===== src/rtl/ddr2_read_engine.sv =====
// ---------------------------------------------------------------------------
// ddr2_read_engine
//
// Issues a run of burst_len read commands on the MIG user interface, starting
// at start_addr and stepping by ADDR_STEP per accepted command. The number of
// accepted-but-unreturned commands is capped at MAX_OUTSTANDING. Returned
// beats are counted and forwarded one cycle later on rd_data/rd_valid.
//
// Ports:
//   clk_in             MIG ui_clk
//   rst_n              asynchronous active-low reset
//   start              one-cycle run request, honoured only in IDLE
//   start_addr         first command address, latched on start
//   burst_len          number of read commands, latched on start
//   busy               run in progress
//   done               one-cycle pulse once every beat has returned
//   err                sticky: a beat arrived with nothing outstanding
//   app_en/app_cmd/app_addr/app_rdy          MIG command channel
//   app_rd_data/_valid/_end                  MIG read-data channel
//   rd_data/rd_valid   registered copy of the read-data channel
//   rd_count           beats received in the current run
// ---------------------------------------------------------------------------
module ddr2_read_engine #(
  parameter int ADDR_W          = 27,
  parameter int DATA_W          = 128,
  parameter int ADDR_STEP       = 8,
  parameter int LEN_W           = 16,
  parameter int MAX_OUTSTANDING = 16,
  parameter int OUT_W           = 5
) (
  input  logic              clk_in,
  input  logic              rst_n,
  input  logic              start,
  input  logic [ADDR_W-1:0] start_addr,
  input  logic [LEN_W-1:0]  burst_len,
  output logic              busy,
  output logic              done,
  output logic              err,
  output logic              app_en,
  output logic [2:0]        app_cmd,
  output logic [ADDR_W-1:0] app_addr,
  input  logic              app_rdy,
  input  logic [DATA_W-1:0] app_rd_data,
  input  logic              app_rd_data_valid,
  input  logic              app_rd_data_end,
  output logic [DATA_W-1:0] rd_data,
  output logic              rd_valid,
  output logic [LEN_W-1:0]  rd_count
);

  typedef enum logic [1:0] {
    S_IDLE,
    S_ISSUE,
    S_DRAIN,
    S_FINISH
  } state_t;

  localparam logic [ADDR_W-1:0] ADDR_INC = ADDR_W'(ADDR_STEP);
  localparam logic [OUT_W-1:0]  OUT_MAX  = OUT_W'(MAX_OUTSTANDING);

  state_t              state_q, state_d;
  logic                app_en_q, app_en_d;
  logic [ADDR_W-1:0]   app_addr_q, app_addr_d;
  logic [LEN_W-1:0]    len_q, len_d;
  logic [LEN_W-1:0]    issued_q, issued_d;
  logic [OUT_W-1:0]    out_q, out_d;
  logic [LEN_W-1:0]    rd_count_q, rd_count_d;
  logic                busy_q, busy_d;
  logic                done_q, done_d;
  logic                err_q, err_d;
  logic [DATA_W-1:0]   rd_data_q;
  logic                rd_valid_q;

  logic                accept;
  logic                ret_ok;
  logic                ret_bad;

  // End-of-burst carries no information with one beat per command.
  logic unused_rd_end;
  assign unused_rd_end = app_rd_data_end;

  assign accept  = app_en_q & app_rdy;
  assign ret_ok  = app_rd_data_valid & (out_q != '0);
  assign ret_bad = app_rd_data_valid & (out_q == '0);

  always_comb begin
    state_d    = state_q;
    app_addr_d = app_addr_q;
    len_d      = len_q;
    issued_d   = issued_q;
    out_d      = out_q;
    rd_count_d = rd_count_q;
    busy_d     = busy_q;
    done_d     = 1'b0;
    err_d      = err_q;

    // Command issue and beat return bookkeeping, independent of state.
    if (accept) begin
      app_addr_d = app_addr_q + ADDR_INC;
      issued_d   = issued_q + LEN_W'(1);
    end
    case ({accept, ret_ok})
      2'b10:   out_d = out_q + OUT_W'(1);
      2'b01:   out_d = out_q - OUT_W'(1);
      default: out_d = out_q;
    endcase
    if (ret_ok) begin
      rd_count_d = rd_count_q + LEN_W'(1);
    end
    if (ret_bad) begin
      err_d = 1'b1;
    end

    case (state_q)
      S_IDLE: begin
        if (start) begin
          app_addr_d = start_addr;
          len_d      = burst_len;
          issued_d   = '0;
          rd_count_d = '0;
          err_d      = 1'b0;
          busy_d     = 1'b1;
          state_d    = (burst_len == '0) ? S_FINISH : S_ISSUE;
        end
      end
      S_ISSUE: begin
        if (issued_d == len_q) begin
          state_d = S_DRAIN;
        end
      end
      S_DRAIN: begin
        if ((rd_count_q == len_q) && (out_q == '0)) begin
          state_d = S_FINISH;
        end
      end
      S_FINISH: begin
        done_d  = 1'b1;
        busy_d  = 1'b0;
        state_d = S_IDLE;
      end
      default: state_d = S_IDLE;
    endcase

    // app_en is registered from next-state counters so it drops in the cycle
    // after the accept that fills the window or issues the last command, and
    // can only change while app_rdy is low when a returned beat frees a slot.
    app_en_d = (state_d == S_ISSUE) && (out_d < OUT_MAX) && (issued_d < len_d);
  end

  always_ff @(posedge clk_in or negedge rst_n) begin
    if (!rst_n) begin
      state_q    <= S_IDLE;
      app_en_q   <= 1'b0;
      app_addr_q <= '0;
      len_q      <= '0;
      issued_q   <= '0;
      out_q      <= '0;
      rd_count_q <= '0;
      busy_q     <= 1'b0;
      done_q     <= 1'b0;
      err_q      <= 1'b0;
      rd_data_q  <= '0;
      rd_valid_q <= 1'b0;
    end else begin
      state_q    <= state_d;
      app_en_q   <= app_en_d;
      app_addr_q <= app_addr_d;
      len_q      <= len_d;
      issued_q   <= issued_d;
      out_q      <= out_d;
      rd_count_q <= rd_count_d;
      busy_q     <= busy_d;
      done_q     <= done_d;
      err_q      <= err_d;
      rd_data_q  <= app_rd_data;
      rd_valid_q <= app_rd_data_valid;
    end
  end

  assign busy     = busy_q;
  assign done     = done_q;
  assign err      = err_q;
  assign app_en   = app_en_q;
  assign app_cmd  = 3'b001;
  assign app_addr = app_addr_q;
  assign rd_data  = rd_data_q;
  assign rd_valid = rd_valid_q;
  assign rd_count = rd_count_q;

endmodule


===== config.mk =====
export PLATFORM = sky130hd
export DESIGN_NAME = ddr2_read_engine
export DESIGN_NICKNAME = d
export VERILOG_FILES = /design/src/rtl/ddr2_read_engine.sv
export SDC_FILE = /design/constraint.sdc
export NUM_CORES = 1
export LEC_CHECK = 0
export CAP_MARGIN = 20
export CELL_PAD_IN_SITES_DETAIL_PLACEMENT = 0
export CELL_PAD_IN_SITES_GLOBAL_PLACEMENT = 1
export CORE_AREA = 5 5 162 164
export DETAILED_ROUTE_END_ITERATION = 12
export DIE_AREA = 0 0 167 169
export PLACE_DENSITY_LB_ADDON = 0.1
export SETUP_SLACK_MARGIN = 0.15
export SLEW_MARGIN = 5
export SYNTH_ARGS = -nofsm -noshare
export SYNTH_HDL_FRONTEND = slang
export SYNTH_SLANG_ARGS = --single-unit
export TNS_END_PERCENT = 1

===== constraint.sdc =====
create_clock -name clk_in -period 8.1 [get_ports clk_in]
set_input_delay 1.62 -clock clk_in [delete_from_list [all_inputs] [get_ports clk_in]]
set_output_delay 1.62 -clock clk_in [all_outputs]
set_load 0.02 [all_outputs]

* Word level (Yosys, flattened, before mapping) *
Index checks and enable logic that the tools add are counted.

storage, ports and cells
  flip-flop bits (word level) = 215
  bits of input ports = 177
  logic and storage cells = 63

cells by class
  magnitude comparators = 2
  bitwise operators = 3
  reductions and logical operators = 9
  eq/ne operators = 9
  add/sub/neg operators = 5
  mux-type cells = 23

operators with widths
  operator                                              count
  2-to-1 mux 16 bit                                     8
  2-to-1 mux 27 bit                                     3
  adder 16 x 1 -> 16 bit (second input constant)        2
  equality test 16 bit                                  2
  adder 27 x 4 -> 27 bit (second input constant)        1
  logical NOT 16 bit                                    1
  less-than comparator 16 bit                           1
  case mux 5 bit (2 select lines)                       1
  2-to-1 mux 2 bit                                      4
  case mux 2 bit (4 select lines)                       1
  equality test 2 x 1 -> 1 bit (second input constant)  3
  equality test 2 bit (second input constant)           3
  adder 5 x 1 -> 5 bit (second input constant)          1
  logical NOT 5 bit                                     1
  less-than comparator 5 bit (second input constant)    1
  2-to-1 mux 1 bit                                      5
  nonzero test 5 bit                                    1
  subtractor 5 x 1 -> 5 bit (second input constant)     1
  bitwise AND 1 bit                                     3
  logical AND 1 bit                                     3
  logical NOT 2 bit                                     1
  inequality test 2 bit (second input constant)         1
  case mux 1 bit (2 select lines)                       1
  AND reduction 2 bit                                   1
  nonzero test 2 bit                                    1

* Logic depth before layout (Yosys ltp) *
Gate-level depths: netlist (run 1).

  depth in word-level cells = 8
  gate-level depth with buffers = 14

* Worst setup path before layout (run 1) *
Ideal clock, no wire load.

  path type = input to register
  from = input port start
  to = register app_en_q, in the netlist app_en
  cell stages on the path = 12
  arrival = 4.274 ns
  library setup time = 0.066 ns
  setup slack = 3.760 ns
  required time = 8.034 ns
  cells stage by stage = and2_0 > buf_1 > clkbuf_1 > clkbuf_1 > a21oi_1 > ha_1 > nand2_1 > a21oi_1 > a221o_1 > a211o_1 > a211oi_1 > and3_1

between the ends
  elaborated cells between the ends (all ways) = 10
  those cells by class = order compare (1); eq/ne (1); mux (6); reduce/logical (2)

RTL lines
  item                         RTL line  RTL
  from (decl)                  33        input logic start,
  2-to-1 mux 16 bit            116       if (start) begin
  2-to-1 mux 16 bit            114       case (state_q)
  net issued_d[1]              65        logic [LEN_W-1:0] issued_q, issued_d;
  less-than comparator 16 bit  147       app_en_d = (state_d == S_ISSUE) && (out_d < OUT_MAX) && (issued_d < len_d);
  logical AND 1 bit            147
  net app_en_d                 62        logic app_en_q, app_en_d;
  to (signal assigned)         166       app_en_q <= app_en_d;
  to (decl)                    62

The timed path passes the listed nets, and every way through them passes these cells.
A chain may end at the register's enable or synchronous reset.

* Worst setup path in the final report (run 1) *
  from = input port start
  to = register app_en_q, in the netlist app_en

between the ends
  longest elaborated chain between the ends = 5
  elaborated cells between the ends (all ways) = 10
  those cells by class = order compare (1); eq/ne (1); mux (6); reduce/logical (2)

RTL lines
  item                                                                                 RTL line
  parallel branches: the longest is 4 deep, another holds less-than comparator 16 bit  n/a
  logical AND 1 bit (*)                                                                147
  net app_en_d                                                                         62

Mark *: on every way through the listed nets, which the timed path passes.

==> results of run 1 <==
## tightest hold or removal path, stage by stage (launching register included)
cell     delay (ns)
dfrtp_1        0.34
nand2_1        0.05
nand2_1        0.06
## final cells by class
class / instances / area share, %
antenna: 1 / 0.0191
clock buffer: 34 / 5.56
clock inverter: 12 / 0.944
inverter: 28 / 0.801
multi-input combinational: 423 / 21.6
sequential: 215 / 41.0
tap: 330 / 3.15
timing repair buffer: 354 / 27.0
## power breakdown
| part | internal, uW | total [uW] | switching (uW) |
|---|---|---|---|
| clock network | 694 | 1140 | 449 |
| logic | 460 | 900 | 440 |
| registers | 1220 | 1380 | 161 |
| total | 2370 | 3420 | 1050 |
## routing by layer
layer	wire length, microns	up-vias	share of wire, %	global-route usage (%)
li1	-	3039	-	-
met1	10200	3079	37	21.7
met2	14200	212	51	34.2
met3	2600	42	9.4	7.40
met4	564	4	2.0	4.20
met5	21	-	0.076	0
## metrics by stage
stage	instance area [sq um]	worst slack [ns]	total power (uW)	std cells	hold WS, ns
4_1_cts	13100	3.53	3470	1396	0.483
3_5_place_dp	12300	2.97	2300	1350	0.469
2_1_floorplan	8440	3.76	1860	691	0.469
3_3_place_gp	12300	3.03	2300	1350	0.460
5_1_grt	13100	3.36	3610	1397	0.526
6_report	13100	3.57	3420	1397	0.478
## logic make-up after synthesis
group	after synthesis	share of synthesized area [%]
compound gates	78	5.93
xor+xnor	86	9.46
fa+ha+maj	23	3.50
buf+inv	53	2.71
flops	215	63.8
mux	15	1.79
other cells	2	0.0890
simple gates	218	12.7
## worst paths after layout
check / slack, ns / cells after the start / to / start
max in group asynchronous: 5.71 / 2 / rd_data[64] / rst_n
setup / recovery: 3.57 / 11 / app_en / start
hold / removal: 0.48 / 2 / app_addr[1] / app_addr[1]
hold reg to reg: 0.48 / 2 / app_addr[1] / app_addr[1]
min in group asynchronous: 1.07 / 1 / app_addr[21] / rst_n
setup reg to reg: 4.39 / 12 / app_en / out_q[0]
## layout by cell type (no fill, tap or decap), types with 5 or more instances in the layout
master	n
inv_1	27
and3_1	13
xnor2_1	43
nand3_1	19
a21o_1	5
nand4_1	12
clkbuf_16	25
dfrtp_1	215
clkdlybuf4s50_1	350
mux2i_1	14
clkbuf_8	7
xor2_1	40
clkinv_2	5
ha_1	22
nor3_1	9
nand2_1	66
a21oi_1	11
nor2_1	54
nor4_1	10
o21ai_0	34
nor2b_1	6
## registers in the layout, indices dropped and copies added (netlist names)
| register | flops |
|---|---|
| done | 1 |
| app_en | 1 |
| err | 1 |
| rd_valid | 1 |
| len_q | 16 |
| rd_data | 128 |
| state_q | 2 |
| app_addr | 27 |
| out_q | 5 |
| issued_q | 16 |
| rd_count | 16 |
| busy | 1 |
==> reports/results.tsv, run 1 <==
stage	metric	value	unit
placed_design	Buffers on Ports	351	
timing	RSZ-0062 raised after global routing	no	
power_and_ir_drop	VDD IR max	0.236	mV
logic_synthesis	mapped cell area	0.00844	sq mm
clocking	CTS max path bufs	3	
routing	Antenna Violating Nets Remaining	0	
logic_synthesis	Async S/R FF share, synth	100	%
clocking	htree depth	1	
clocking	CTS tree	built	
routing	vias after detailed routing	6376	
routing	Avg WL per Cell	19.8	microns
timing	worst slew pin tran	0.796	ns
logic_synthesis	Main synth FF type	dfrtp_1	
global_route	largest net degree at the start of global routing	102	
setup_path	critical path data arrival time	5.00	ns
floorplanning	die height	169	microns
global_route	GRT overflow	0	
timing	Max Fclk	221	MHz
setup_path	CP top delay family	buffers and inverters	
logic_synthesis	top-count cell post-synth	dfrtp_1	
clocking	clk_lat worst skew	0.53	ns
routing	First-pass DRT Iterations	4	
logic_synthesis	leading post-synthesis cells by instance count	dfrtp_1, nand2_1, nor2_1	
layout	Nets	1247	
timing	clock skew	0.0222	ns
floorplanning	Site Rows	58	
timing	Hold Violations, Final	0	
layout	P&R area growth vs syn	55.6	%
floorplanning	Ports	356	
global_route	Total Routing Usage GR	19.1	%
setup_path	WP buf/inv	2	
logic_synthesis	yosys warns	0	
clocking	TritonCTS Sinks	215	
setup_path	CP max-delay cell	and2_4	
clocking	setup bufs post-CTS	0	
setup_path	critical path peak fanout	54	
power_and_ir_drop	Pwr Density	261	mW/mm^2
clocking	total CTS buffers	25	
run_status	status	finished, final reports clean	
timing	Max Slew Vio Count	0	
logic_synthesis	Synth cell types	63	
placed_design	DP HPWL	21800	microns
timing	Final setup viols	0	
layout	layout cell share with drive strength beyond 1	6.10	%
logic_synthesis	EDFF count, synth	0	
timing	Final min period	4.53	ns
logic_synthesis	Synth top area share	63.8	%
logic_synthesis	#FFs+latches synth	215	
routing	DRC errors left	0	
floorplanning	chip width	167	microns
logic_synthesis	register area share after synthesis	63.8	%
logic_synthesis	Gate Count Post-Synth	690	
floorplanning	Initial Utilization	34.1	%
setup_path	Critical Path End Type	register	
timing	Tcrit/Tclk final	55.9	%
layout	Final Util	53.0	%
layout	Multi-input gate area	0.00283	sq mm
layout	storage element area	0.00538	sq mm
clocking	cts repair resizes	0	
clocking	Clock Root Buffer	clkbuf_16	
global_route	global-route wire length before repair	41400	microns
job	max cap viols	0	
logic_synthesis	Syn Area/Cell	12.2	sq um
layout	Fill cells	2173	
timing	Setup TNS	0	ns
setup_path	critical path launch point type	input port	
setup_path	Worst EP required	8.57	ns
placed_design	GPL Wtd Cong	0.823	
routing	routed wire length	27600	microns
setup_path	Critical Path Max Stage Delay	0.62	ns
timing	slew margin rel.	47.0	%
power_and_ir_drop	Static Leak	0.00563	uW
floorplanning	Die ar.	0.0282	sq mm
floorplanning	core footprint	0.0247	sq mm
setup_path	CP Cell Sequence	clkdlybuf4s50_1 -> and2_4 -> buf_4 -> mux2i_1 -> ha_1 -> nand2_1 -> a21oi_1 -> a221o_1 -> a211o_1 -> a211oi_1 -> and3_1	
logic_synthesis	dominant cells by area after synthesis	dfrtp_1, xnor2_1, xor2_1, ha_1, nand2_1	
global_route	vias in the first global route	6716	
routing	Avg Vias per Cell	4.56	
setup_path	critical path type	input port to register	
logic_synthesis	largest area contributor in the netlist	dfrtp_1	
clocking	Hold Buf Count CTS	0	
clocking	clock transition at the registers of the reported paths	0.06	ns
global_route	initial antenna violation count	3	
routing	Iteration-0 DRC Markers	218	
worst_hold_path	worst hold path type	register to register	
Note: power is estimated with default switching activity, not from simulation.
==> run 2: changes to the inputs <==
--- a/config.mk
+++ b/config.mk
@@ -8,9 +8,9 @@
 export CAP_MARGIN = 20
 export CELL_PAD_IN_SITES_DETAIL_PLACEMENT = 0
 export CELL_PAD_IN_SITES_GLOBAL_PLACEMENT = 1
-export CORE_AREA = 5 5 162 164
+export CORE_AREA = 5 5 177 179
 export DETAILED_ROUTE_END_ITERATION = 12
-export DIE_AREA = 0 0 167 169
+export DIE_AREA = 0 0 182 184
 export PLACE_DENSITY_LB_ADDON = 0.1
 export SETUP_SLACK_MARGIN = 0.15
 export SLEW_MARGIN = 5
==> constraint.sdc (replaced) <==
create_clock -name clk_in -period 3.8 [get_ports clk_in]
set_input_delay 0.76 -clock clk_in [delete_from_list [all_inputs] [get_ports clk_in]]
set_output_delay 0.76 -clock clk_in [all_outputs]
set_load 0.02 [all_outputs]
==> run 2 against run 1 <==
  * Critical endpoint unchanged
  * Critical path type is now register to register
  * Final area up 1.7%
  * Cell count up 5.2%
  * Register-to-register slack worse by 4.0 ns
  * Total power up 120%
==> reports/results.tsv, run 2 (synthesized netlist as in run 1, its figures left out) <==
stage	metric	value	unit	change
run_status	status	finished, final reports clean		unchanged
routing	First-pass DRT Iterations	4		unchanged
timing	clock skew	0.0208	ns	was 0.0222 ns
clocking	clk_lat worst skew	0.55	ns	was 0.53 ns
routing	Iteration-0 DRC Markers	336		was 218
setup_path	critical path launch point type	register		was input port
clocking	TritonCTS Sinks	215		unchanged
placed_design	Post-DP Area	0.0124	sq mm	was 0.0123 sq mm
clocking	total CTS buffers	26		was 25
power_and_ir_drop	internal power	5170	uW	was 2370 uW
timing	RSZ-0062 raised after global routing	no		unchanged
clocking	Hold Buf Count CTS	0		unchanged
power_and_ir_drop	Sw Ratio	30.9	%	was 30.7%
floorplanning	Initial Utilization	28.7	%	was 34.1%
timing	worst slew pin tran	0.696	ns	was 0.796 ns
global_route	initial antenna violation count	3		unchanged
layout	P&R area growth vs syn	58.2	%	was 55.6%
floorplanning	chip width	182	microns	was 167 microns
setup_path	FF-to-FF Start	out_q[0]		unchanged
timing	Final min period	3.37	ns	
placed_design	DP HPWL	23200	microns	was 21800 microns
clocking	cts repair resizes	0		unchanged
floorplanning	Die ar.	0.0335	sq mm	was 0.0282 sq mm
setup_path	crit path to	app_en		unchanged
power_and_ir_drop	Logic pwr share	26.0	%	was 26.3%
setup_path	Worst EP required	4.23	ns	was 8.57 ns
layout	max reg flops	128		unchanged
routing	DRC errors left	0		unchanged
clocking	CTS max path bufs	3		unchanged
global_route	global-route wire length before repair	43700	microns	was 41400 microns
power_and_ir_drop	Static Leak	0.00572	uW	was 0.00563 uW
clocking	htree depth	1		unchanged
setup_path	critical path data arrival time	3.79	ns	was 5.00 ns
setup_path	critical path peak fanout	5		was 54
timing	Max Slew Vio Count	0		unchanged
routing	Antenna Violating Nets Remaining	0		unchanged
clocking	setup bufs post-CTS	0		unchanged
routing	routed wire length	29400	microns	was 27600 microns
layout	Final Cell Area	0.0133	sq mm	was 0.0131 sq mm
floorplanning	Site Rows	63		was 58
routing	vias after detailed routing	6424		was 6376
layout	layout cell share with drive strength beyond 1	6.86	%	was 6.10%
setup_path	Worst Setup SP	out_q[0]		was start
routing	Avg Vias per Cell	4.37		was 4.56
routing	Avg WL per Cell	20.0	microns	was 19.8 microns
setup_path	Critical Path End Type	register		unchanged
power_and_ir_drop	Psw	2310	uW	was 1050 uW
setup_path	reg2reg end	app_en		unchanged
floorplanning	Ports	356		unchanged
power_and_ir_drop	Pwr Density	561	mW/mm^2	was 261 mW/mm^2
timing	Setup TNS	0	ns	unchanged
timing	slew margin rel.	53.2	%	was 47.0%
power_and_ir_drop	VDD IR max	0.294	mV	was 0.236 mV
power_and_ir_drop	Clk pwr share	34.6	%	was 33.4%
timing	Final setup viols	0		unchanged
layout	most common cell after layout, fill and taps aside	clkdlybuf4s50_1		unchanged
placed_design	GPL Wtd Cong	0.781		was 0.823
floorplanning	core footprint	0.0294	sq mm	was 0.0247 sq mm
placed_design	Buffers on Ports	351		unchanged
floorplanning	die height	184	microns	was 169 microns
timing	Max Fclk	297	MHz	
clocking	CTS tree	built		unchanged
global_route	vias in the first global route	6964		was 6716
timing	Tcrit/Tclk final	88.7	%	
layout	most frequent cells in the layout	clkdlybuf4s50_1, dfrtp_1, nand2_1		unchanged
worst_hold_path	worst hold path type	input port to asynchronous set/reset pin		was register to register
setup_path	worst-case reg-to-reg path depth	12		unchanged
setup_path	critical path type	register to register		was input port to register
power_and_ir_drop	Seq pwr share	39.4	%	was 40.3%
layout	Fill cells	2717		was 2173
job	max cap viols	0		unchanged
global_route	Total Routing Usage GR	17.1	%	was 19.1%
layout	Nets	1258		was 1247
clocking	Clock Root Buffer	clkbuf_16		unchanged
setup_path	Worst R2R Setup Slack	0.43	ns	was 4.39 ns
global_route	GRT overflow	0		unchanged
global_route	largest net degree at the start of global routing	78		was 102
clocking	clock transition at the registers of the reported paths	0.06	ns	about the same
timing	Hold Violations, Final	0		unchanged
==> run 2: cell count changes in the layout (fill, tap and decap cells not counted), sizes merged <==
| cell | previous run | this run |
|---|---|---|
| clkinv | 6 | 8 |
| clkinvlp | 4 | 1 |
| bufinv | 2 | 3 |
| clkbuf | 34 | 37 |
| buf | 4 | 14 |
| inv | 28 | 27 |
==> run 2: worst min-delay path by stage <==
stage / slack, ns / end / cells past startpoint / start
final: 0.18 / rd_data[96] / 1 / rst_n
after CTS: 0.20 / rd_data[47] / 1 / rst_n
after global routing: 0.23 / rd_data[96] / 1 / rst_n
after floorplan: 0.46 / app_addr[0] / 0 / rst_n
after global placement: 0.46 / app_addr[0] / 2 / app_addr[0]
after detailed placement: 0.47 / app_addr[1] / 2 / app_addr[1]
==> run 2: worst max-delay path: stages, from the launching register on <==
cell and delay (ns):
dfrtp_1 0.43, or4_1 0.60, o21ai_0 0.26, clkinv_1 0.16, ha_1 0.30, fa_1 0.43, a21o_1 0.20, a21oi_1 0.17
xor2_1 0.16, nor2_1 0.06, xor2_1 0.24, a211oi_1 0.07, and3_1 0.19
==> run 2: area by class of cell <==
class | instances | area, sq um | area share, %
Antenna cell | 1 | 2.50 | 0.0187
Tap cell | 390 | 488 | 3.66
Inverter | 28 | 105 | 0.787
Multi-Input combinational cell | 423 | 2830 | 21.2
Sequential cell | 215 | 5380 | 40.3
Timing Repair Buffer | 364 | 3630 | 27.2
Clock buffer | 37 | 752 | 5.63
Clock inverter | 11 | 158 | 1.18
==> run 2: stage by stage <==
step                hold WS, ns  power, uW  cells  setup slack [ns]  utilization (%)
floorplan                 0.464       3960    691             0.320                -
global placement          0.460       4960   1420             0.235             42.3
detailed placement        0.473       4960   1420             0.194             42.3
CTS                       0.203       7610   1468             0.427             45.4
global route              0.232       7880   1469             0.158             45.4
finish                    0.184       7480   1469             0.430             45.4
==> run 2: metal layers <==
metal | track usage [%] | vias to the layer above | wire [microns]
met5 | 0 | - | 14
met1 | 19.0 | 3103 | 10700
met2 | 30.4 | 213 | 15200
met4 | 4.35 | 4 | 742
li1 | - | 3061 | -
met3 | 7.14 | 43 | 2770
==> run 2: power groups by stage <==
stage	sequential [uW]	clock, uW	combinational, uW
finish	2950	2590	1950
global route	3000	2750	2120
CTS	2960	2670	1980
detailed placement	2990	0	1970
global placement	2990	0	1970
floorplan	3130	0	824
==> run 3: changes to the inputs <==
--- a/config.mk
+++ b/config.mk
@@ -6,12 +6,10 @@
 export NUM_CORES = 1
 export LEC_CHECK = 0
 export CAP_MARGIN = 20
-export CELL_PAD_IN_SITES_DETAIL_PLACEMENT = 0
-export CELL_PAD_IN_SITES_GLOBAL_PLACEMENT = 1
-export CORE_AREA = 5 5 177 179
+export CORE_AREA = 5 5 154 156
 export DETAILED_ROUTE_END_ITERATION = 12
-export DIE_AREA = 0 0 182 184
-export PLACE_DENSITY_LB_ADDON = 0.1
+export DIE_AREA = 0 0 159 161
+export PLACE_DENSITY = 0.76
 export SETUP_SLACK_MARGIN = 0.15
 export SLEW_MARGIN = 5
 export SYNTH_ARGS = -nofsm -noshare
==> constraint.sdc (replaced) <==
create_clock -name clk_in -period 2.8 [get_ports clk_in]
set_input_delay 0.56 -clock clk_in [delete_from_list [all_inputs] [get_ports clk_in]]
set_output_delay 0.56 -clock clk_in [all_outputs]
set_load 0.02 [all_outputs]
==> run 3 against run 2 <==
  * The flow now finishes with violations (negative hold slack, negative setup slack)
  * Fmax rose by 17%
  * Via count rose by 5.0%
  * Setup slack got worse by 0.51 ns
  * Register-to-register slack got worse by 0.51 ns
  * Sequential share of layout area fell by 0.79 points
  * Clock-buffer cell count fell by 6
  * Sequential cell count did not move
  * Critical path depth did not move
  * Routed wire length fell by 9.0%
  * Combinational power rose by 53%
  * Largest cell class unchanged
==> reports/results.tsv, run 3 (synthesized netlist as in run 1, its figures left out) <==
stage	metric	value	unit	change
placed_design	GPL Wtd Cong	0.914		was 0.781
floorplanning	chip width	159	microns	was 182 microns
clocking	CTS max path bufs	3		unchanged
power_and_ir_drop	Pwr Density	755	mW/mm^2	was 561 mW/mm^2
setup_path	cell mode on critical path	xor2_1		unchanged
global_route	global-route wire length before repair	41300	microns	was 43700 microns
routing	vias after detailed routing	6748		was 6424
global_route	GRT overflow	0		unchanged
setup_path	critical path launch point type	register		unchanged
timing	clock skew	0.00843	ns	was 0.0208 ns
clocking	clk_lat worst skew	0.50	ns	was 0.55 ns
placed_design	pre-CTS setup slack	-0.436	ns	was 0.194 ns
setup_path	Critical Path End Type	register		unchanged
layout	layout cell share with drive strength beyond 1	11.6	%	was 6.86%
placed_design	DP HPWL	20900	microns	was 23200 microns
global_route	largest net degree at the start of global routing	63		was 78
timing	final setup margin	-0.0785	ns	was 0.430 ns
layout	Final Cell Area	0.0136	sq mm	was 0.0133 sq mm
job	max cap viols	0		unchanged
power_and_ir_drop	Static Leak	0.00597	uW	was 0.00572 uW
timing	Tcrit/Tclk final	103	%	was 88.7%
timing	RSZ-0062 raised after global routing	yes		was no
routing	First-pass DRT Iterations	4		unchanged
setup_path	reg2reg end	app_en		unchanged
run_status	status	finished, violations left		was finished, final reports clean
setup_path	critical path data arrival time	3.27	ns	was 3.79 ns
power_and_ir_drop	VDD IR max	0.495	mV	was 0.294 mV
setup_path	critical path peak fanout	4		was 5
floorplanning	Site Rows	55		was 63
layout	Fill cells	1734		was 2717
clocking	htree depth	1		unchanged
routing	routed wire length	26800	microns	was 29400 microns
layout	max reg flops	128		unchanged
global_route	initial antenna violation count	0		was 3
timing	final hold slack	-0.0170	ns	was 0.184 ns
floorplanning	die height	161	microns	was 184 microns
setup_path	FF-to-FF Start	out_q[2]		was out_q[0]
clocking	Hold Buf Count CTS	0		unchanged
clocking	TritonCTS Sinks	215		unchanged
global_route	Total Routing Usage GR	20.4	%	was 17.1%
power_and_ir_drop	Final Power	10300	uW	was 7480 uW
clocking	Clock Root Buffer	clkbuf_16		unchanged
layout	Nets	1310		was 1258
layout	most frequent cells in the layout	clkdlybuf4s50_1, dfrtp_1, nand2_1, buf_4, nor2_1		was clkdlybuf4s50_1, dfrtp_1, nand2_1
placed_design	Post-DP Area	0.0128	sq mm	was 0.0124 sq mm
setup_path	critical path type	register to register		unchanged
worst_hold_path	worst hold path type	input port to asynchronous set/reset pin		unchanged
setup_path	Worst EP required	3.19	ns	was 4.23 ns
setup_path	worst-case reg-to-reg path depth	12		unchanged
layout	storage element area	0.00538	sq mm	unchanged
routing	DRC errors left	0		unchanged
routing	Antenna Violating Nets Remaining	0		unchanged
routing	Avg WL per Cell	19.0	microns	was 20.0 microns
setup_path	CP Cell Sequence	or4_4 -> o21ai_4 -> clkinv_4 -> ha_4 -> fa_2 -> a21o_1 -> a21oi_2 -> xor2_1 -> nor2_1 -> xor2_1 -> a211oi_2 -> and3_1		was or4_1 -> o21ai_0 -> clkinv_1 -> ha_1 -> fa_1 -> a21o_1 -> a21oi_1 -> xor2_1 -> nor2_1 -> xor2_1 -> a211oi_1 -> and3_1
floorplanning	Initial Utilization	38.0	%	was 28.7%
timing	Max Fclk	347	MHz	was 297 MHz
timing	Final min period	2.88	ns	was 3.37 ns
global_route	vias in the first global route	7157		was 6964
floorplanning	Die ar.	0.0256	sq mm	was 0.0335 sq mm
layout	P&R area growth vs syn	61.4	%	was 58.2%
run_status	failing checks	negative hold slack, negative setup slack		
routing	Iteration-0 DRC Markers	265		was 336
timing	Final setup viols	1		was 0
timing	worst slew pin tran	0.658	ns	was 0.696 ns
clocking	total CTS buffers	23		was 26
timing	Hold Violations, Final	7		was 0
clocking	CTS tree	built		unchanged
routing	Avg Vias per Cell	4.78		was 4.37
floorplanning	Ports	356		unchanged
setup_path	CP max-delay cell	or4_4		was or4_1
setup_path	Critical Path Max Stage Delay	0.57	ns	was 0.60 ns
timing	slew margin rel.	55.7	%	was 53.2%
layout	most common cell after layout, fill and taps aside	clkdlybuf4s50_1		unchanged
setup_path	Worst R2R Setup Slack	-0.08	ns	was 0.43 ns
layout	Multi-input gate area	0.00287	sq mm	was 0.00283 sq mm
floorplanning	core footprint	0.0222	sq mm	was 0.0294 sq mm
timing	Max Slew Vio Count	0		unchanged
placed_design	Buffers on Ports	351		unchanged
clocking	clock transition at the registers of the reported paths	0.06	ns	about the same
==> run 3: cell count changes in the layout (fill, tap and decap cells not counted), moves of 2 or more <==
| cell | previous run | this run |
|---|---|---|
| bufinv_16 | 3 | 5 |
| clkinv_2 | 6 | 3 |
| clkinv_4 | 0 | 2 |
| buf_4 | 12 | 66 |
| clkbuf_16 | 26 | 23 |
| clkbuf_1 | 5 | 3 |
==> run 3: cell type report <==
cell class | instances | area share [%]
Sequential cell | 215 | 39.5
Timing Repair Buffer | 419 | 29.8
Clock buffer | 31 | 4.82
Antenna cell | 1 | 0.0184
Tap cell | 285 | 2.62
Clock inverter | 10 | 1.34
Multi-Input combinational cell | 423 | 21.1
Inverter | 28 | 0.809
==> run 3: report_power, final <==
part	switching [uW]	internal, uW	total, uW
clock	1230	2100	3330
combinational	1400	1580	2980
sequential	447	3520	3970
total	3080	7210	10300
==> run 3: stage by stage <==
stage	TNS (ns)	std cells	hold WS (ns)	utilization (%)
after global routing	-0.378	1411	0.0274	61.2
after floorplan	0	691	0.264	-
after global placement	-0.756	1368	0.461	57.4
after detailed placement	-0.828	1368	0.474	57.4
final	-0.0785	1412	-0.0170	61.2
after CTS	-0.0860	1411	0.0170	61.2
==> run 3: metal layers <==
layer / global-route usage (%) / wire length (microns)
met5: 0 / 0
met2: 37.0 / 14100
met1: 23.1 / 9770
met4: 6.28 / 789
met3: 6.12 / 2110
==> run 3: worst max-delay path by stage <==
stage / endpoint / slack, ns / from / depth (start not counted)
after CTS: app_en / -0.09 / out_q[2] / 12
after detailed placement: app_en / -0.44 / app_rdy / 12
after global routing: app_en / -0.26 / out_q[2] / 12
after floorplan: app_en / 0.01 / out_q[1] / 12
after global placement: app_en / -0.37 / app_rdy / 12
final: app_en / -0.08 / out_q[2] / 12
==> run 3: what timing repair did <==
item / in CTS / in global routing
setup buffers: 2 / 0
resized for setup: 0 / 1
cloned: 0 / 0
endpoints found under the setup margin: 2 / 2
pin swaps: 1 / 0
==> run 3: worst max-delay path, delay by kind of cell (launching register included) <==
kind | cells | cell delay (ns)
buffers and inverters | 1 | 0.08
DFF | 1 | 0.39
adders and majority gates | 2 | 0.54
xor gates and xnor gates | 2 | 0.36
AOI/OAI and AO/OA | 4 | 0.53
and+or+nand+nor | 3 | 0.87
